[config.mk]
export PLATFORM = sky130hd
export DESIGN_NAME = pea_core
export DESIGN_NICKNAME = d
export VERILOG_FILES = /design/src/rtl/pea_core.sv
export SDC_FILE = /design/constraint.sdc
export NUM_CORES = 2
export LEC_CHECK = 0
export ABC_AREA = 1
export CORE_UTILIZATION = 40
export DETAILED_ROUTE_END_ITERATION = 16
export GPL_TIMING_DRIVEN = 0
export HOLD_SLACK_MARGIN = 0.03
export PLACE_DENSITY_LB_ADDON = 0.3
export SETUP_SLACK_MARGIN = 0.4
export SLEW_MARGIN = 20
export SYNTH_ARGS = -nofsm -noshare
export SYNTH_HDL_FRONTEND = slang
export SYNTH_SLANG_ARGS = --single-unit
[constraint.sdc]
create_clock -name clk -period 8.5 [get_ports clk]
set_clock_uncertainty 0.05 [all_clocks]
set_input_delay 1.275 -clock clk [delete_from_list [all_inputs] [get_ports clk]]
set_output_delay 1.275 -clock clk [all_outputs]
set_load 0.005 [all_outputs]
[src/rtl/pea_core.sv]
// Polynomial evaluation accelerator core: latches commands, stores coefficient sets
// and evaluates them by Horner's rule, emitting paired result/status tokens.
module pea_core #(
    parameter int buffer_size = 1024,
    parameter int width       = 16
) (
    input  logic                           clk,
    input  logic                           rst,
    input  logic [width-1:0]               data_in_fifo_command,
    input  logic [width-1:0]               data_in_fifo_data,
    input  logic                           invoke,
    input  logic [1:0]                     next_instr,
    input  logic [$clog2(buffer_size)-1:0] data_pop,
    input  logic [$clog2(buffer_size)-1:0] command_pop,
    output logic                           rd_in_command,
    output logic                           rd_in_data,
    output logic                           FC,
    output logic                           wr_out,
    output logic [2*width-1:0]             data_out_result,
    output logic [2*width-1:0]             data_out_status,
    output logic [7:0]                     instr,
    output logic [4:0]                     arg2
);
    typedef enum logic [2:0] {
        IDLE, GC_RD, GC_LATCH, EX_RD, EX_LOAD, EX_CALC, EX_WR, DONE
    } state_t;

    typedef struct packed {
        logic [7:0] op;
        logic [2:0] a;
        logic [4:0] arg;
    } cmd_t;

    localparam logic [1:0] MODE_GC    = 2'b00;
    localparam logic [1:0] MODE_INSTR = 2'b01;

    state_t                     state_q, state_d;
    cmd_t                       cmd;
    logic [2:0]                 a_q;
    logic [7:0]                 valid_q;
    logic [3:0]                 deg_q [8];
    logic signed [15:0]         coef [8][11];
    logic [3:0]                 k_q, k_m1;
    logic [4:0]                 xcnt_q;
    logic signed [2*width-1:0]  acc_q, x_q;
    logic [2*width-1:0]         status_q;
    logic                       is_stp, is_evp, is_rst, stp_ok, evp_ok, go_rd, no_tok;
    logic                       unused_pops;

    assign unused_pops = ^{data_pop, command_pop};
    assign cmd    = data_in_fifo_command;
    assign k_m1   = k_q - 4'd1;
    assign is_stp = (instr == 8'd1);
    assign is_evp = (instr == 8'd2);
    assign is_rst = (instr == 8'd3);
    assign stp_ok = (arg2 <= 5'd10);
    assign evp_ok = is_evp && valid_q[a_q];
    assign go_rd  = (is_stp && stp_ok) || (evp_ok && arg2 != 5'd0);
    assign no_tok = evp_ok && arg2 == 5'd0;

    assign data_out_result = acc_q;
    assign data_out_status = status_q;

    always_comb begin
        state_d       = state_q;
        rd_in_command = 1'b0;
        rd_in_data    = 1'b0;
        wr_out        = 1'b0;
        FC            = 1'b0;
        case (state_q)
            IDLE: if (invoke) begin
                if (next_instr == MODE_GC)         state_d = GC_RD;
                else if (next_instr == MODE_INSTR) state_d = go_rd ? EX_RD : (no_tok ? DONE : EX_WR);
                else                               state_d = DONE;
            end
            GC_RD: begin
                rd_in_command = 1'b1;
                state_d       = GC_LATCH;
            end
            GC_LATCH: state_d = DONE;
            EX_RD: begin
                rd_in_data = 1'b1;
                state_d    = EX_LOAD;
            end
            EX_LOAD: begin
                if (is_stp) state_d = (k_q == arg2[3:0]) ? EX_WR : EX_RD;
                else        state_d = (deg_q[a_q] == 4'd0) ? EX_WR : EX_CALC;
            end
            EX_CALC: if (k_q == 4'd1) state_d = EX_WR;
            EX_WR: begin
                wr_out  = 1'b1;
                state_d = (evp_ok && xcnt_q > 5'd1) ? EX_RD : DONE;
            end
            DONE: begin
                FC      = 1'b1;
                state_d = IDLE;
            end
            default: state_d = IDLE;
        endcase
    end

    always_ff @(posedge clk) begin
        if (!rst) begin
            state_q  <= IDLE;
            instr    <= '0;
            arg2     <= '0;
            a_q      <= '0;
            valid_q  <= '0;
            k_q      <= '0;
            xcnt_q   <= '0;
            acc_q    <= '0;
            x_q      <= '0;
            status_q <= '0;
            for (int i = 0; i < 8; i++) deg_q[i] <= '0;
        end else begin
            state_q <= state_d;
            case (state_q)
                IDLE: if (invoke && next_instr == MODE_INSTR) begin
                    k_q    <= '0;
                    xcnt_q <= arg2;
                    // Error / single-token outcomes are decided up front; the
                    // STP and EVP data paths fill acc/status later.
                    if (is_stp && !stp_ok) begin
                        acc_q <= '0; status_q <= 32'd2;
                    end else if (is_evp && !valid_q[a_q]) begin
                        acc_q <= '0; status_q <= 32'd1;
                    end else if (is_rst) begin
                        valid_q[a_q] <= 1'b0;
                        acc_q <= '0; status_q <= 32'd0;
                    end else if (!is_stp && !is_evp) begin
                        acc_q <= '0; status_q <= 32'd3;
                    end
                end
                GC_LATCH: begin
                    instr <= cmd.op;
                    a_q   <= cmd.a;
                    arg2  <= cmd.arg;
                end
                EX_LOAD: begin
                    if (is_stp) begin
                        k_q <= k_q + 4'd1;
                        if (k_q == arg2[3:0]) begin
                            valid_q[a_q] <= 1'b1;
                            deg_q[a_q]   <= arg2[3:0];
                            acc_q        <= 32'(arg2) + 32'd1;
                            status_q     <= '0;
                        end
                    end else begin
                        x_q      <= 32'(signed'(data_in_fifo_data));
                        acc_q    <= 32'(coef[a_q][deg_q[a_q]]);
                        k_q      <= deg_q[a_q];
                        status_q <= '0;
                    end
                end
                EX_CALC: begin
                    acc_q <= acc_q * x_q + 32'(coef[a_q][k_m1]);
                    k_q   <= k_m1;
                end
                EX_WR: if (evp_ok) xcnt_q <= xcnt_q - 5'd1;
                default: ;
            endcase
        end
    end

    // Coefficient storage carries no reset; valid_q alone qualifies it.
    always_ff @(posedge clk) begin
        if (rst && state_q == EX_LOAD && is_stp)
            coef[a_q][k_q] <= signed'(data_in_fifo_data);
    end
endmodule

Yosys cells after proc, flatten, opt, wreduce, memory -nomap -nowiden
Memories as Yosys holds them, arrays and structs flattened. A register that Yosys moved wholly into a read port is not among the register bits. Cells that the tools add are included.

Bits in registers: 116. Memory bits (writable): 1440. Bits of input ports: 57. Output and inout port bits: 81. Memories kept: 2.

Add/subtract/negate cells: 5. Multiply operators: 1. Magnitude comparators: 8. Equality and inequality tests: 24. Muxes and demuxes: 71. Bitwise operators: 7. Reduce and logical (&&, ||, !) cells: 34.

Memory list: coef (words 8, bits a word 176, read ports 1, clocked after memory_dff 1, write ports 1, RTL line 42) `logic signed [15:0] coef [8][11];`; deg_q (words 8, bits a word 4, read ports 1, clocked after memory_dff 1, write ports 8, RTL line 41) `logic [3:0] deg_q [8];`.

Operator list (count): 32-bit 2-to-1 mux (14); 176-bit 2-to-1 mux (1); 16-bit binary-select mux with 4-bit select (2); 32-bit one-hot mux with 3 select lines (1); 16-bit 2-to-1 mux (5); 16-bit demux with 4-bit select (1); 32-bit one-hot mux with 2 select lines (1); 8-bit 2-to-1 mux (6); 3-bit 2-to-1 mux (13); 32-bit by 16-bit adder with 32-bit output (1); 32-bit by 16-bit multiplier with 32-bit output (1); 3-bit one-hot mux with 8 select lines (1); 2-bit inequality test (second input constant) (9); 8-bit by 2-bit equality test with 1-bit output (second input constant) (2); 8-bit one-hot mux with 2 select lines (1); 5-bit >= comparator (second input constant) (3); 1-bit 2-to-1 mux (15); 4-bit NOT with 5-bit output (3); 1-bit logical AND (13); 3-bit equality test (second input constant) (4); 4-bit 2-to-1 mux (3); 4-bit one-hot mux with 3 select lines (1); 5-bit 2-to-1 mux (2); 5-bit one-hot mux with 2 select lines (1); 38 further kinds (46).

Longest topological paths before layout
Word-level depth: 11. Gate-level depth with buffers: 41. Mapped depth without buffers: 39.

Least setup slack after synthesis
OpenSTA, ideal clock, no wires.

Path type: reg2reg. Start: register k_q[0]. End: register acc_q[26], in the netlist data_out_result[26]. Setup time: 0.109 ns. Arrival time: 6.687 ns. Data required time: 8.341 ns. Path slack: 1.654 ns. Stages on the path, launching flop included: 37. Path through: dfxtp_1 > clkbuf_1 > inv_2 > clkbuf_1 > ha_1 > clkbuf_1 > nor2_1 > inv_1 > clkbuf_1 > nor2_1 > nor2_1 > nand2_1 > nand3_1 > nand2_1 > inv_2 > fa_1 > inv_1 > fa_1 > fa_1 > fa_1 > inv_1 > fa_1 > inv_1 > ha_1 > a21oi_1 > o21ai_0 > a21oi_1 > nand3_1 > nand3_1 > nand2_1 > nand2_1 > nand2_1 > or2_2 > nand3_1 > nand3_1 > nand2_1 > inv_1.

Word-level cells in the longest chain between the ends: 7. Elaborated cells on any way between the ends: 10. Classes of those cells: add/sub: 2; eq/ne: 2; mux: 4; bitwise: 1; reduce/logical: 1.

RTL lines: start, declared (RTL line 43) `logic [3:0] k_q, k_m1;`; start signal, assigned (RTL line 141) `k_q <= k_q + 4'd1;`; start signal, assigned (RTL line 151) `k_q <= deg_q[a_q];`; start signal, assigned (RTL line 157) `k_q <= k_m1;`; 4-bit by 1-bit subtractor with 4-bit output (RTL line 52) `assign k_m1 = k_q - 4'd1;`; 4-bit NOT with 5-bit output (not written as such) (RTL line 156) `acc_q <= acc_q * x_q + 32'(coef[a_q][k_m1]);`; 16-bit binary-select mux with 4-bit select (RTL line 156); 16-bit 2-to-1 mux (not written as such) (2 in series) (RTL line 156); 32-bit by 16-bit adder with 32-bit output (RTL line 156); 32-bit one-hot mux with 3 select lines (RTL line 117) `case (state_q)`; end signal, assigned (RTL line 145) `acc_q <= 32'(arg2) + 32'd1;`; end signal, assigned (RTL line 150) `acc_q <= 32'(coef[a_q][deg_q[a_q]]);`; end signal, assigned (RTL line 156); end, declared (RTL line 45) `logic signed [2*width-1:0] acc_q, x_q;`.

Parallel ways exist; a longest one is shown, timed or not. The select of a mux whose other input is x is not followed. A chain may end at the register's enable or synchronous reset.

==> reports/metrics.cfg <==
[status]
outcome=complete, no violations

[yosys]
yosys_warnings=0
synth_ff_type=edfxtp_1
synth.area.top_cells=edfxtp_1, fa_1, nand2_1, o21ai_0, nor2_1
netlist_instances=7198
ys_seq_area_frac=0.586
synthDistinctLibCells=60
synth-edff-count=1440
synth-async-reset-ratio=0
synth_seq_cells=1529
avgSynthCellArea_um2=10.7
synthDominantCellAreaShare=0.563
synth_top_area_cell=edfxtp_1
synth_area_um2=76800

[timing]
fmaxAchievable_mhz=125
fin_tns_setup_ns=0
hold_viol_final=0
slew_viol_final=0
setup_viol=0
max_slew_margin=0.175
rsz0062_at_grt=true
finalCriticalPeriod_ns=8.03
period_share=0.945
tightest_slew_ns=1.20

[floorplan]
io-pin-count=138
die_h_um=440
row_count=160
dieArea_um2=194000
die_w_um=440
fp.coreArea_um2=190000
start_util=0.403

[clock_tree]
clock_latency_ns=0.85
cts_sinks=1529
cts_buffer_depth=3
clkTransAtPathRegs_ns=0.06
clock-root-buffer=clkbuf_16
htree_levels=4
cts_tree=done
cts_buffers=161

[critical_path]
r2r_slack_ns=0.47
cp-start-kind=register
max_stage_delay_ns=0.55
path_max_fanout=10
cp.arrival_ns=8.67
crit_path_frequent_cell=nand2_1
slowest_stage=fa_1
critPathCaptureType=register
required_ns=9.14
critical_path_class=reg -> reg

[global_route]
grt_max_degree=90
grt-ovfl-total=0
grt_pass1_vias=57800
antenna_found_initial=34
grt_pass1_wl_um=470000
grt_util_all_layers=0.356

[placement]
place_area_um2=84100
gp_congestion=1.02
dp_hpwl_um=259000
port_buffers=87
dp.cells=9934

[drt]
ant_nets=0
first_iter_violations=10100
drc=0
dr.pass1.iters=6
via_count=61800
via_per_inst=6.03
wl_um=349000
wl_per_cell_um=34.0

[power]
switching_share=0.481
pwr-share-clk=0.217
internal_power_mw=17.0
switchingPower_mw=15.7
sequentialPowerShare=0.264
power.density_nw_per_um2=363
combinationalPowerShare=0.518
peakVddDrop_uv=273
finalPower_mw=32.7
leakage_nw=34.6

[run]
drv_cap=0

[layout]
final_cell_mix=edfxtp_1, nand2_1, nor2_1, o21ai_0, inv_1
final_common_cell=edfxtp_1
syn2layout_area_growth_pct=17.0
fill_cells=17300
instances_no_fill=10300
finish.utilization=0.472
fin_nets=8087
design_area_um2=89900
drive_above_1_share=0.109

[min_path]
min-delay-path-class=reg -> reg

layer usage:
| metal | part of all wire | track usage | vias up | wire (um) |
|---|---|---|---|---|
| li1 | - | - | 25400 | - |
| met4 | 0.081 | 0.240 | 16 | 28100 |
| met3 | 0.13 | 0.105 | 1000 | 45600 |
| met5 | 0.00037 | 0 | - | 129 |
| met1 | 0.36 | 0.447 | 30700 | 124000 |
| met2 | 0.43 | 0.530 | 4680 | 151000 |
state kept, by name, summed over array words and instances (netlist names), 4 cells and up, named ones only:
register,count
k_q,4
xcnt_q,5
x_q,16
coef,1408
deg_q,32
instr,8
arg2,5
data_out_result,32
kinds of logic after synthesis:
kind of cell | after synthesis | share of synthesized area
XOR/XNOR | 16 | 0.00192
other | 1 | 0.0000488
AND/OR/NAND/NOR | 2436 | 0.125
buffers and inverters | 1221 | 0.0680
flip-flops | 1529 | 0.586
adder cells (fa/ha/maj) | 440 | 0.104
multiplexers | 18 | 0.00235
AO/OA/AOI/OAI | 1537 | 0.112
final timing paths:
check,start,to,cells after the start
hold reg to reg,instr[3],instr[3],2
setup / recovery,register,data_out_result[23],34
hold / removal,instr[3],instr[3],2
setup reg to reg,register,data_out_result[23],34
layout make-up:
cell class | instances | area (um2) | share of cell area
Tap cell | 2511 | 3140 | 0.0350
Timing Repair Buffer | 201 | 3360 | 0.0374
Sequential cell | 1529 | 45000 | 0.501
Clock inverter | 91 | 845 | 0.00940
Buffer | 492 | 2730 | 0.0304
Multi-Input combinational cell | 4477 | 27600 | 0.307
Clock buffer | 205 | 4360 | 0.0486
Antenna cell | 19 | 47.5 | 0.000529
Inverter | 728 | 2740 | 0.0305
power by group through the flow:
stage / registers, mW / clock network, mW / logic [mW]
after floorplan: 8.67 / 0 / 8.88
after global placement: 8.81 / 0 / 15.8
after detailed placement: 8.78 / 0 / 15.9
after CTS: 8.63 / 7.08 / 16.2
after global routing: 8.64 / 7.36 / 17.8
final: 8.63 / 7.10 / 16.9
cells in the mapped netlist (106+ instances only):
| library cell | n |
|---|---|
| a21oi_1 | 127 |
| buf_2 | 166 |
| clkbuf_1 | 206 |
| edfxtp_1 | 1440 |
| fa_1 | 334 |
| ha_1 | 106 |
| inv_1 | 714 |
| nand2_1 | 1187 |
| nand3_1 | 183 |
| nor2_1 | 980 |
| o21ai_0 | 876 |
| o22ai_1 | 316 |
critical path: cells and delay by family, from the launching register on:
family	cells	cell delay (ns)
DFF	1	0.30
adders and majority gates	6	2.72
buffers and inverters	9	1.71
and+or+nand+nor	9	1.26
AOI/OAI and AO/OA	10	1.83
per-stage QoR:
| step | hold slack [ns] | setup WS [ns] |
|---|---|---|
| 6_report | 0.416 | 0.470 |
| 3_5_place_dp | 0.412 | -1.96 |
| 4_1_cts | 0.418 | 0.400 |
| 2_1_floorplan | 0.398 | 1.65 |
| 5_1_grt | 0.446 | 0.376 |
| 3_3_place_gp | 0.406 | -1.90 |
timing repair:
item / 4_1_cts / 5_1_grt
gates resized for setup: 88 / 122
pin swaps: 3 / 4
hold buffers: 0 / 0
setup buffers: 3 / 2
setup endpoints to repair: 28 / 12
(Power assumes the default switching activity.)
